--- config.mk ---
export PLATFORM = sky130hd
export DESIGN_NAME = alu_sched
export DESIGN_NICKNAME = d
export VERILOG_FILES = /design/src/rtl/alu_sched.sv
export SDC_FILE = /design/constraint.sdc
export NUM_CORES = 1
export LEC_CHECK = 0
export ABC_AREA = 1
export BUFFER_PORTS_ARGS = -buffer_cell sky130_fd_sc_hd__buf_2
export CAP_MARGIN = 5
export CORE_UTILIZATION = 49
export DETAILED_ROUTE_END_ITERATION = 10
export PLACE_DENSITY = 0.92
export SLEW_MARGIN = 10
export SYNTH_ARGS = -nofsm -noshare
export SYNTH_HDL_FRONTEND = slang
export SYNTH_SLANG_ARGS = --single-unit
--- constraint.sdc ---
create_clock -name clk -period 2.3 [get_ports clk]
set_input_delay 0.46 -clock clk [delete_from_list [all_inputs] [get_ports clk]]
set_output_delay 0.46 -clock clk [all_outputs]
set_load 0.005 [all_outputs]
--- src/rtl/alu_sched.sv ---
// alu_sched: shares a single multi-cycle ALU between two requesters.
//   Requester 0 is the core and requester 1 is microcode/aux.
//   Arbitration is round-robin. The winner's op and operands are latched,
//   the ALU is strobed through LOAD -> EXEC, and the result and flags are
//   returned on that requester's valid/ready response channel.
// Ports:
//   clk, rst_n                  clock, async active-low reset
//   reqN_valid/ready/op/a/b     request channel per requester (N=0,1)
//   rspN_valid/ready            response handshake per requester
//   rsp_data, rsp_flags         shared captured result/flags
//   alu_ai/bi/oe/sel/a/b        strobes and operands driven to the ALU
//   alu_out, alu_flags          ALU result/flags
module alu_sched #(
   parameter int WIDTH       = 16,
   parameter int FLAGS_W     = 7,
   parameter int EXEC_CYCLES = 1,
   parameter int MUL_CYCLES  = 3
) (
   input  logic               clk,
   input  logic               rst_n,
   input  logic               req0_valid,
   output logic               req0_ready,
   input  logic [1:0]         req0_op,
   input  logic [WIDTH-1:0]   req0_a,
   input  logic [WIDTH-1:0]   req0_b,
   input  logic               req1_valid,
   output logic               req1_ready,
   input  logic [1:0]         req1_op,
   input  logic [WIDTH-1:0]   req1_a,
   input  logic [WIDTH-1:0]   req1_b,
   output logic               rsp0_valid,
   input  logic               rsp0_ready,
   output logic               rsp1_valid,
   input  logic               rsp1_ready,
   output logic [WIDTH-1:0]   rsp_data,
   output logic [FLAGS_W-1:0] rsp_flags,
   output logic               alu_ai,
   output logic               alu_bi,
   output logic               alu_oe,
   output logic [1:0]         alu_sel,
   output logic [WIDTH-1:0]   alu_a,
   output logic [WIDTH-1:0]   alu_b,
   input  logic [WIDTH-1:0]   alu_out,
   input  logic [FLAGS_W-1:0] alu_flags
);

   localparam int MAXC = (MUL_CYCLES > EXEC_CYCLES) ? MUL_CYCLES : EXEC_CYCLES;
   localparam int CW   = (MAXC > 1) ? $clog2(MAXC) : 1;

   typedef enum logic [1:0] {IDLE, LOAD, EXEC, RESP} state_t;

   state_t           state;
   logic [1:0]       op_r;
   logic [WIDTH-1:0] a_r, b_r;
   logic             owner;   // requester being served
   logic             pri;     // requester favoured on a tie
   logic [CW-1:0]    cnt;     // remaining EXEC cycles minus one
   logic             gnt0, gnt1;
   logic             rsp_hs;

   // Grant is combinational so ready can be raised in the same cycle.
   // It is gated by rst_n so every output reads 0 while reset is held.
   always_comb begin
      gnt0 = 1'b0;
      gnt1 = 1'b0;
      if (state == IDLE && rst_n) begin
         if (req0_valid && req1_valid) begin
            gnt0 = ~pri;
            gnt1 = pri;
         end else begin
            gnt0 = req0_valid;
            gnt1 = req1_valid;
         end
      end
   end

   assign req0_ready = gnt0;
   assign req1_ready = gnt1;
   assign rsp_hs     = (rsp0_valid && rsp0_ready) || (rsp1_valid && rsp1_ready);

   // The operand registers keep their values after the response completes.
   // The ALU-facing buses are forced to 0 in IDLE so the ALU sees nothing stale.
   assign alu_a   = (state != IDLE) ? a_r  : '0;
   assign alu_b   = (state != IDLE) ? b_r  : '0;
   assign alu_sel = (state != IDLE) ? op_r : 2'b00;

   always_ff @(posedge clk or negedge rst_n) begin
      if (!rst_n) begin
         state      <= IDLE;
         op_r       <= '0;
         a_r        <= '0;
         b_r        <= '0;
         owner      <= 1'b0;
         pri        <= 1'b0;
         cnt        <= '0;
         alu_ai     <= 1'b0;
         alu_bi     <= 1'b0;
         alu_oe     <= 1'b0;
         rsp0_valid <= 1'b0;
         rsp1_valid <= 1'b0;
         rsp_data   <= '0;
         rsp_flags  <= '0;
      end else begin
         case (state)
            IDLE: begin
               if (gnt0 || gnt1) begin
                  owner  <= gnt1;
                  op_r   <= gnt1 ? req1_op : req0_op;
                  a_r    <= gnt1 ? req1_a  : req0_a;
                  b_r    <= gnt1 ? req1_b  : req0_b;
                  pri    <= gnt0;   // the other requester wins the next tie
                  alu_ai <= 1'b1;
                  alu_bi <= 1'b1;
                  state  <= LOAD;
               end
            end
            LOAD: begin
               alu_ai <= 1'b0;
               alu_bi <= 1'b0;
               alu_oe <= 1'b1;
               cnt    <= (op_r == 2'b10) ? CW'(MUL_CYCLES - 1) : CW'(EXEC_CYCLES - 1);
               state  <= EXEC;
            end
            EXEC: begin
               if (cnt == '0) begin
                  rsp_data   <= alu_out;
                  rsp_flags  <= alu_flags;
                  alu_oe     <= 1'b0;
                  rsp0_valid <= ~owner;
                  rsp1_valid <= owner;
                  state      <= RESP;
               end else begin
                  cnt <= cnt - 1'b1;
               end
            end
            RESP: begin
               if (rsp_hs) begin
                  rsp0_valid <= 1'b0;
                  rsp1_valid <= 1'b0;
                  state      <= IDLE;
               end
            end
            default: state <= IDLE;
         endcase
      end
   end

endmodule

=== Word level (Yosys, flattened, before mapping) ===
Index checks and enable logic that the tools add are counted.

* Bits in registers: 67
* Input bits: 97

* Add/subtract/negate cells: 1
* Equal/unequal tests: 8
* Muxes and demuxes: 26
* Bitwise logic cells: 2
* Reduce and logical (&&, ||, !) cells: 19

{| class="wikitable"
|+ Operators by type and width
! operator !! number
|-
| $mux 16 || 4
|-
| $mux 2 || 7
|-
| $reduce_and 2->1 || 5
|-
| $mux 1 || 9
|-
| $pmux 1 s2 || 4
|-
| $pmux 2 s4 || 1
|-
| $reduce_bool 2->1 || 4
|-
| $eq 2x2->1 const B || 3
|-
| $ne 2x2->1 const B || 3
|-
| $reduce_and 3->1 || 2
|-
| $logic_and 1x1->1 || 4
|-
| $logic_not 2->1 || 2
|-
| $pmux 2 s2 || 1
|-
| $eq 2x1->1 const B || 1
|-
| $logic_or 1x1->1 || 2
|-
| $ne 2x1->1 const B || 1
|-
| $not 1->1 || 2
|-
| $sub 2x1->2 const B || 1
|}

=== Logic depth before layout (Yosys ltp) ===
Gate-level depths: netlist (run 1).

* Depth after elaboration: 6
* Gate-level depth with buffers: 11
* Mapped depth without buffers: 9

=== Least setup slack after synthesis (run 1) ===
OpenSTA, ideal clock, no wires.

* Path type: register -> output
* Start point: reg state[0]
* End point: out req0_ready
* Arrival: 1189 ps
* Path slack: 651 ps
* Stages on the path, launching flop included: 9
* Cell sequence: dfrtp_1 -> inv_1 -> ha_1 -> buf_4 -> nand2_4 -> nor2_4 -> nand2_4 -> inv_4 -> buf_4

* Word-level cells in the longest chain between the ends: 3

{| class="wikitable"
|+ Ends and longest elaborated chain
! what !! RTL line !! source
|-
| from (decl) || 52 || <nowiki>state_t state;</nowiki>
|-
| from (signal assigned) || 89 || <nowiki>state <= IDLE;</nowiki>
|-
| from (signal assigned) || 114 || <nowiki>state <= LOAD;</nowiki>
|-
| from (signal assigned) || 122 || <nowiki>state <= EXEC;</nowiki>
|-
| $logic_not 2->1 || 66 || <nowiki>if (state == IDLE && rst_n) begin</nowiki>
|-
| $logic_and 1x1->1 || 66 ||
|-
| $mux 1 || 66 ||
|-
| to (decl) || 22 || <nowiki>output logic req0_ready,</nowiki>
|}

Every way passes these cells.

=== Final worst setup path (run 1) ===
* Start point: reg state[0]
* End point: out alu_a[5]

* Word-level cells in the longest chain between the ends: 2

{| class="wikitable"
|+ Ends and longest elaborated chain
! what !! RTL line !! source
|-
| $reduce_bool 2->1 || 83 || <nowiki>assign alu_a = (state != IDLE) ? a_r : '0;</nowiki>
|-
| $mux 16 || 83 ||
|-
| to (decl) || 41 || <nowiki>output logic [WIDTH-1:0] alu_a,</nowiki>
|}

Every way passes these cells.

==> metrics, run 1 <==
register clock-pin slew on the reported worst setup and hold paths 80 ps; Worst-Skew Late Latency 330 ps; vias per inst 4.74; DRT iter0 DRCs 113; Synth Register Bits 67; CTS H-tree lvls 3; Synth Instances 421; initial antenna violation count 0; total detailed-routing wirelength 7590 µm; R2R depth 9; minimum clock period 2090 ps; final setup vio count 0; VDD IR max 0.702 mV; clock buffer count from CTS 9; Post-Syn Area per Cell 7.66 µm²; # port buffers 160; die area 0.00691 mm²; Cell Area, Synth 0.00322 mm²; clk_skew 7.18 ps; die extent in x 83.1 µm; Min-Delay Path Class in -> reg; I/O Pins 161; final worst path period share 0.911; Yosys top cell by area dfrtp_1; share of total power in combinational logic 0.424; worst reg2reg endpoint a_r[2]; Pre-Repair DR Iteration Count 4; drt wl/cell 11.5 µm; total number of yosys warnings 0; worst endpoint data arrival time 1630 ps; Core Rows 29; DP HPWL 5630 µm; Layout Nets 681; post-synthesis sequential area ratio 0.520; Max-cap violations 0; top cell type's share of synthesized area 0.520; outcome finished, final reports clean; NetSw 0.00210 W; vias in the first global route 3042; Fin. Hold Viols 0; DRT antenna net count 0; ranking of synthesized cells by area dfrtp_1 (52%), nand2_1 (22%), nand3_1 (6.2%), inv_1 (5.2%), nor2_1 (4.1%); Req. time, crit path 1840 ps; drc violations 0; syn nets 523; internal power 0.00333 W; fmax 477 MHz; antenna diode count 0; leakage 2.54 nW; endpoint class of the critical path output port; post-CTS setup buffers 0; worst hold path depth 3; RSZ-0062 raised after global routing no; Hold EP rsp_data[15]; Initial Util 0.508; final setup TNS 0 ps; post_cts resized 0; pwr dens 1280 mW/mm²; CTS root buf clkbuf_8; number of hold buffers added after cts 0; clk buf depth 2; sequential share of power 0.376; Global Route Usage Sum 0.233; r2r startpoint state[0]; placer congestion estimate 0.761; Sw Ratio 0.387; Crit-path slowest cell dfrtp_1; CP max stage delay 420 ps; largest net degree at the start of global routing 68; clock share of power 0.200; max_slew headroom 0.452; core area 0.00635 mm²; Setup Crit Path Kind reg -> out; Final Max Slew Viols 0; Total Power 0.00544 W; first-pass GRT wire length 13100 µm; Critical Path Fanout Max 36; CTS tree yes; CP Launch Type flip-flop; Synth-to-Final Area Change 32.2%; TritonCTS Sinks 67; share of layout cells above drive strength 1 0.332; critical path, cell by cell inv_1 > ha_1 > buf_6 > nor2_1 > buf_2; post-synthesis cell type count 22; worst hold start alu_out[15]; Reg2Reg Setup Slack 540 ps; gr ovfl total 0; via count 3134; Worst-Margin Slew 822 ps; Die Ht 83.1 µm; final instance area 0.00426 mm²; dpl cell area 0.00404 mm²
==> synth_stat cells, drive strengths merged <==
cell / count
nand2: 192
dfrtp: 67
inv: 50
nand3: 41
nor2: 36
buf: 13
o21ai: 6
clkbuf: 5
ha: 5
a21oi: 2
nand4: 2
or2: 2
==> layout make-up <==
class	instances	area (µm²)
clock inverter	7	98.8
multi-input combinational	286	1230
inverter	50	193
timing repair buffer	165	842
sequential	67	1680
fill	553	2090
tap	77	96.3
clock buffer	9	124
==> how the worst max path moves through the flow <==
stage	from	to	slack [ps]
after floorplan	state[0]	req0_ready	650
after global placement	state[0]	alu_b[15]	580
after detailed placement	state[0]	alu_sel[1]	480
after CTS	state[0]	alu_sel[1]	100
after global routing	state[0]	alu_sel[1]	80
final	state[0]	alu_a[5]	210
==> through the flow <==
step | hold WS [ps] | util | setup slack [ps] | instances
after floorplan | 164 | - | 651 | 421
after global placement | 457 | 0.635 | 582 | 645
after detailed placement | 460 | 0.635 | 477 | 645
after CTS | 302 | 0.671 | 103 | 661
after global routing | 316 | 0.671 | 82.6 | 661
final | 318 | 0.671 | 205 | 661
==> critical path: cells and delay by family, from the launching register on <==
family                   cells  cell delay (ps)
adder cells (fa/ha/maj)      1              250
buffers and inverters        3              520
flip-flops                   1              420
AND/OR/NAND/NOR              1               80
==> sequential cells by signal, indices dropped and copies added, names as in the netlist <==
name and count:
owner 1, a_r 16, alu_bi 1, b_r 16
state 2, rsp1_valid 1, alu_oe 1, op_r 2
rsp_flags 7, rsp_data 16, rsp0_valid 1, cnt 2
pri 1
==> power by group through the flow <==
stage                     clock network [W]  registers (W)  logic, W
after floorplan                           0        0.00203   0.00144
after detailed placement                  0        0.00206   0.00233
final                               0.00109        0.00204   0.00230
after global placement                    0        0.00204   0.00222
after CTS                           0.00111        0.00204   0.00233
after global routing                0.00116        0.00211   0.00265
==> cells by family (layout without fill, tap and decap cells) <==
family	after synthesis	count (layout)	synth area share
and+or+nand+nor	273	273	0.350
DFF	67	67	0.520
AOI/OAI and AO/OA	8	8	0.0124
adders and majority gates	5	5	0.0194
buffers and inverters	68	231	0.0978
==> per-layer routing <==
layer,up-vias,GRT usage,routed length (µm)
met5,-,0,0
met4,0,0.0925,121
met3,12,0.0517,466
met2,130,0.403,3740
met1,1414,0.283,3260
li1,1578,-,-
==> layout by cell type (no fill, tap or decap), drive strengths merged <==
cell / instances
clkbuf: 9
bufinv: 2
ha: 5
dfrtp: 67
or2: 2
clkinv: 2
nand2: 192
nand4: 2
nand3: 41
clkinvlp: 1
a21oi: 2
o21ai: 6
buf: 165
inv: 52
nor2: 36
(Power assumes the default switching activity.)
==> inputs of run 2 (changes only) <==
--- a/config.mk
+++ b/config.mk
@@ -5,13 +5,11 @@
 export SDC_FILE = /design/constraint.sdc
 export NUM_CORES = 1
 export LEC_CHECK = 0
-export ABC_AREA = 1
 export BUFFER_PORTS_ARGS = -buffer_cell sky130_fd_sc_hd__buf_2
 export CAP_MARGIN = 5
 export CORE_UTILIZATION = 49
 export DETAILED_ROUTE_END_ITERATION = 10
-export PLACE_DENSITY = 0.92
-export SLEW_MARGIN = 10
+export PLACE_DENSITY = 0.93
 export SYNTH_ARGS = -nofsm -noshare
 export SYNTH_HDL_FRONTEND = slang
 export SYNTH_SLANG_ARGS = --single-unit
==> run 2 against run 1 <==
Setup slack got worse by 5.9 ps. Global-route usage is 0.37 points higher. Total power fell by 1.6%. Worst hold slack worse by 140 ps. Critical path type unchanged. Largest cell class unchanged. Largest power group unchanged.
==> metrics, run 2 <==
outcome finished, final reports clean; syn nets 362 (-31%); RSZ-0062 raised after global routing no; minimum hold slack 183 ps (-135 ps); DRT iter0 DRCs 259 (+130%); Min-Delay Path Class in -> async; placer congestion estimate 0.761 (about the same); Layout fillers 476 (-14%); Pre-Repair DR Iteration Count 7 (+3); DRT antenna net count 0 (unchanged); pwr dens 1310 mW/mm² (+2.3%); CTS H-tree lvls 3 (unchanged); Layout Cells excl Fill 501 (-24%); vias per inst 5.39 (+14%); biggest regs a_r x16, b_r x16, rsp_data x16; DP HPWL 5640 µm (+0.23%); post-synthesis sequential area ratio 0.547 (+0.0272); die extent in x 81.1 µm (-2.5%); # port buffers 160 (unchanged); Setup Crit Path Kind reg -> out; global routing's busiest layer met2; first-pass GRT wire length 11500 µm (-12%); ranking of synthesized cells by area dfrtp_1 (55%), a222oi_1 (11%), nor2b_1 (7.1%), mux2_2 (5.9%), inv_1 (5.4%); endpoint class of the critical path output port; NetSw 0.00186 W (-12%); total detailed-routing wirelength 7700 µm (+1.5%); vias in the first global route 2517 (-17%); post-synthesis cell type count 30 (+36%); fin util 0.684 (+0.0129); Final Max Slew Viols 0 (unchanged); met3 usage 0.0528 (+0.00112); share of total power in combinational logic 0.437 (+0.013); highest-count cells in the layout ignoring fill and taps buf_2 (160), dfrtp_1 (67), inv_1 (44); Largest delay share family, worst path buffers and inverters; worst endpoint data arrival time 1640 ps (about the same); top_reg_cell synth dfrtp_1; clock buffer count from CTS 9 (unchanged); max_slew headroom 0.627 (+0.175); Core Rows 28 (-3.4%); post-CTS setup buffers 0 (unchanged); Global Route Usage Sum 0.237 (+0.00370); Fin. Hold Viols 0 (unchanged); most frequent cell after synthesis dfrtp_1; total number of yosys warnings 0 (unchanged); Max-cap violations 0 (unchanged); commonest non-fill, non-tap cell in the layout buf_2; Synth Register Bits 67 (unchanged); core area 0.00599 mm² (-5.7%); critical path, cell by cell inv_1 > ha_1 > buf_4 > nor2b_1 > buf_2; Initial Util 0.511 (+0.00369); drt wl/cell 15.4 µm (+34%); Critical Path Fanout Max 22 (-39%); Bufs and invs on worst path 3 (unchanged); Worst-Skew Late Latency 330 ps (about the same); Worst-Margin Slew 560 ps (-262 ps); Sw Ratio 0.348 (-0.0393); clk buf depth 2 (unchanged); top cells by count, synth dfrtp_1 (67), inv_1 (44), nor2b_1 (35); Async SR Flop Fraction 1.00 (unchanged); final setup vio count 0 (unchanged); largest net degree at the start of global routing 47 (-31%); Req. time, crit path 1840 ps (about the same); CP max stage delay 410 ps (about the same); post_cts resized 0 (unchanged); clk_skew 8.83 ps (+1.65 ps); top cell type's share of synthesized area 0.547 (+0.0272); met1 usage 0.277 (-0.00631); VDD IR max 0.626 mV (-11%); final worst path period share 0.913 (+0.00255); I/O Pins 161 (unchanged); Synth-to-Final Area Change 33.8%; minimum clock period 2100 ps (+5.86 ps); Synth Instances 260 (-38%); CP Launch Type flip-flop; via count 2698 (-14%); CTS tree yes; Crit-path slowest cell dfrtp_1; internal power 0.00349 W (+4.7%); drc violations 0 (unchanged); gr ovfl total 0 (unchanged); antenna diode count 0 (unchanged); Layout Nets 523 (-23%); die area 0.00657 mm² (-4.9%); CTS root buf clkbuf_8; final setup TNS 0 ps (unchanged); Post-Syn Area per Cell 11.8 µm² (+54%); register clock-pin slew on the reported worst setup and hold paths 80 ps (about the same); share of layout cells above drive strength 1 0.484 (+0.151); sequential share of power 0.384 (+0.008); GRT met2 Usage 0.418 (+0.0145); initial antenna violation count 0 (unchanged); TritonCTS Sinks 67 (unchanged); clock share of power 0.178 (-0.022); placed cell count 485 (-25%); fmax 476 MHz (-0.28%); leakage 2.33 nW (-8.5%); Die Ht 81.1 µm (-2.5%); number of hold buffers added after cts 0 (unchanged); EDFF count, synth 0 (unchanged); Cell Area, Synth 0.00306 mm² (-5.0%); Yosys top cell by area dfrtp_1
==> run 2: cell types whose count changed in the layout (fill, tap and decap cells not counted), sizes merged, moves of 4 or more <==
cell    previous run  this run
nand2            192         6
nand3             41         3
nor2b              0        35
a222oi             0        34
nor2              36         3
mux2               0        24
inv               52        44
buf              165       169
==> run 2: power groups by stage <==
stage | registers, W | clock network, W | logic [W]
2_1_floorplan | 0.00201 | 0 | 0.00147
3_5_place_dp | 0.00206 | 0 | 0.00236
6_report | 0.00206 | 0.000955 | 0.00234
4_1_cts | 0.00205 | 0.000974 | 0.00237
3_3_place_gp | 0.00202 | 0 | 0.00227
5_1_grt | 0.00212 | 0.00103 | 0.00261
==> run 2: worst paths after layout <==
path / startpoint / endpoint / slack (ps) / cells after the start
hold / removal: rst_n / rsp_data[5] / 180 / 2
hold reg to reg: a_r[10] / a_r[10] / 480 / 2
min in group clk: alu_flags[1] / rsp_flags[1] / 340 / 2
max in group asynchronous: rst_n / a_r[11] / 1610 / 2
setup reg to reg: state[0] / b_r[2] / 490 / 6
setup / recovery: state[0] / alu_a[0] / 200 / 5
==> run 2: kinds of logic after synthesis <==
kind of cell / count (synthesis) / synth area share
AOI/OAI and AO/OA: 50 / 0.149
xor gates and xnor gates: 1 / 0.00286
adders and majority gates: 5 / 0.0204
buffers and inverters: 63 / 0.0935
DFF: 67 / 0.547
muxes: 24 / 0.0895
and+or+nand+nor: 50 / 0.0976
==> run 2: cell type report <==
cell class                      count  area [µm²]  area share
Timing Repair Buffer              169         868       0.212
Clock buffer                       11         141      0.0345
Clock inverter                      5        52.6      0.0128
Tap cell                           75        93.8      0.0229
Inverter                           44         165      0.0403
Sequential cell                    67        1680       0.409
Multi-Input combinational cell    130        1100       0.268
==> run 2: per-layer routing <==
metal | routed length, µm | vias up
met3 | 418 | 12
li1 | - | 1240
met2 | 4110 | 115
met1 | 3030 | 1331
met4 | 139 | 0
met5 | 0 | -
==> run 2: metrics by stage <==
stage / worst slack, ps / power, W / area (µm²)
6_report: 199 / 0.00535 / 4100
3_3_place_gp: 620 / 0.00429 / 3900
3_5_place_dp: 516 / 0.00442 / 3900
2_1_floorplan: 657 / 0.00349 / 3060
4_1_cts: 192 / 0.00540 / 4100
5_1_grt: 113 / 0.00576 / 4100
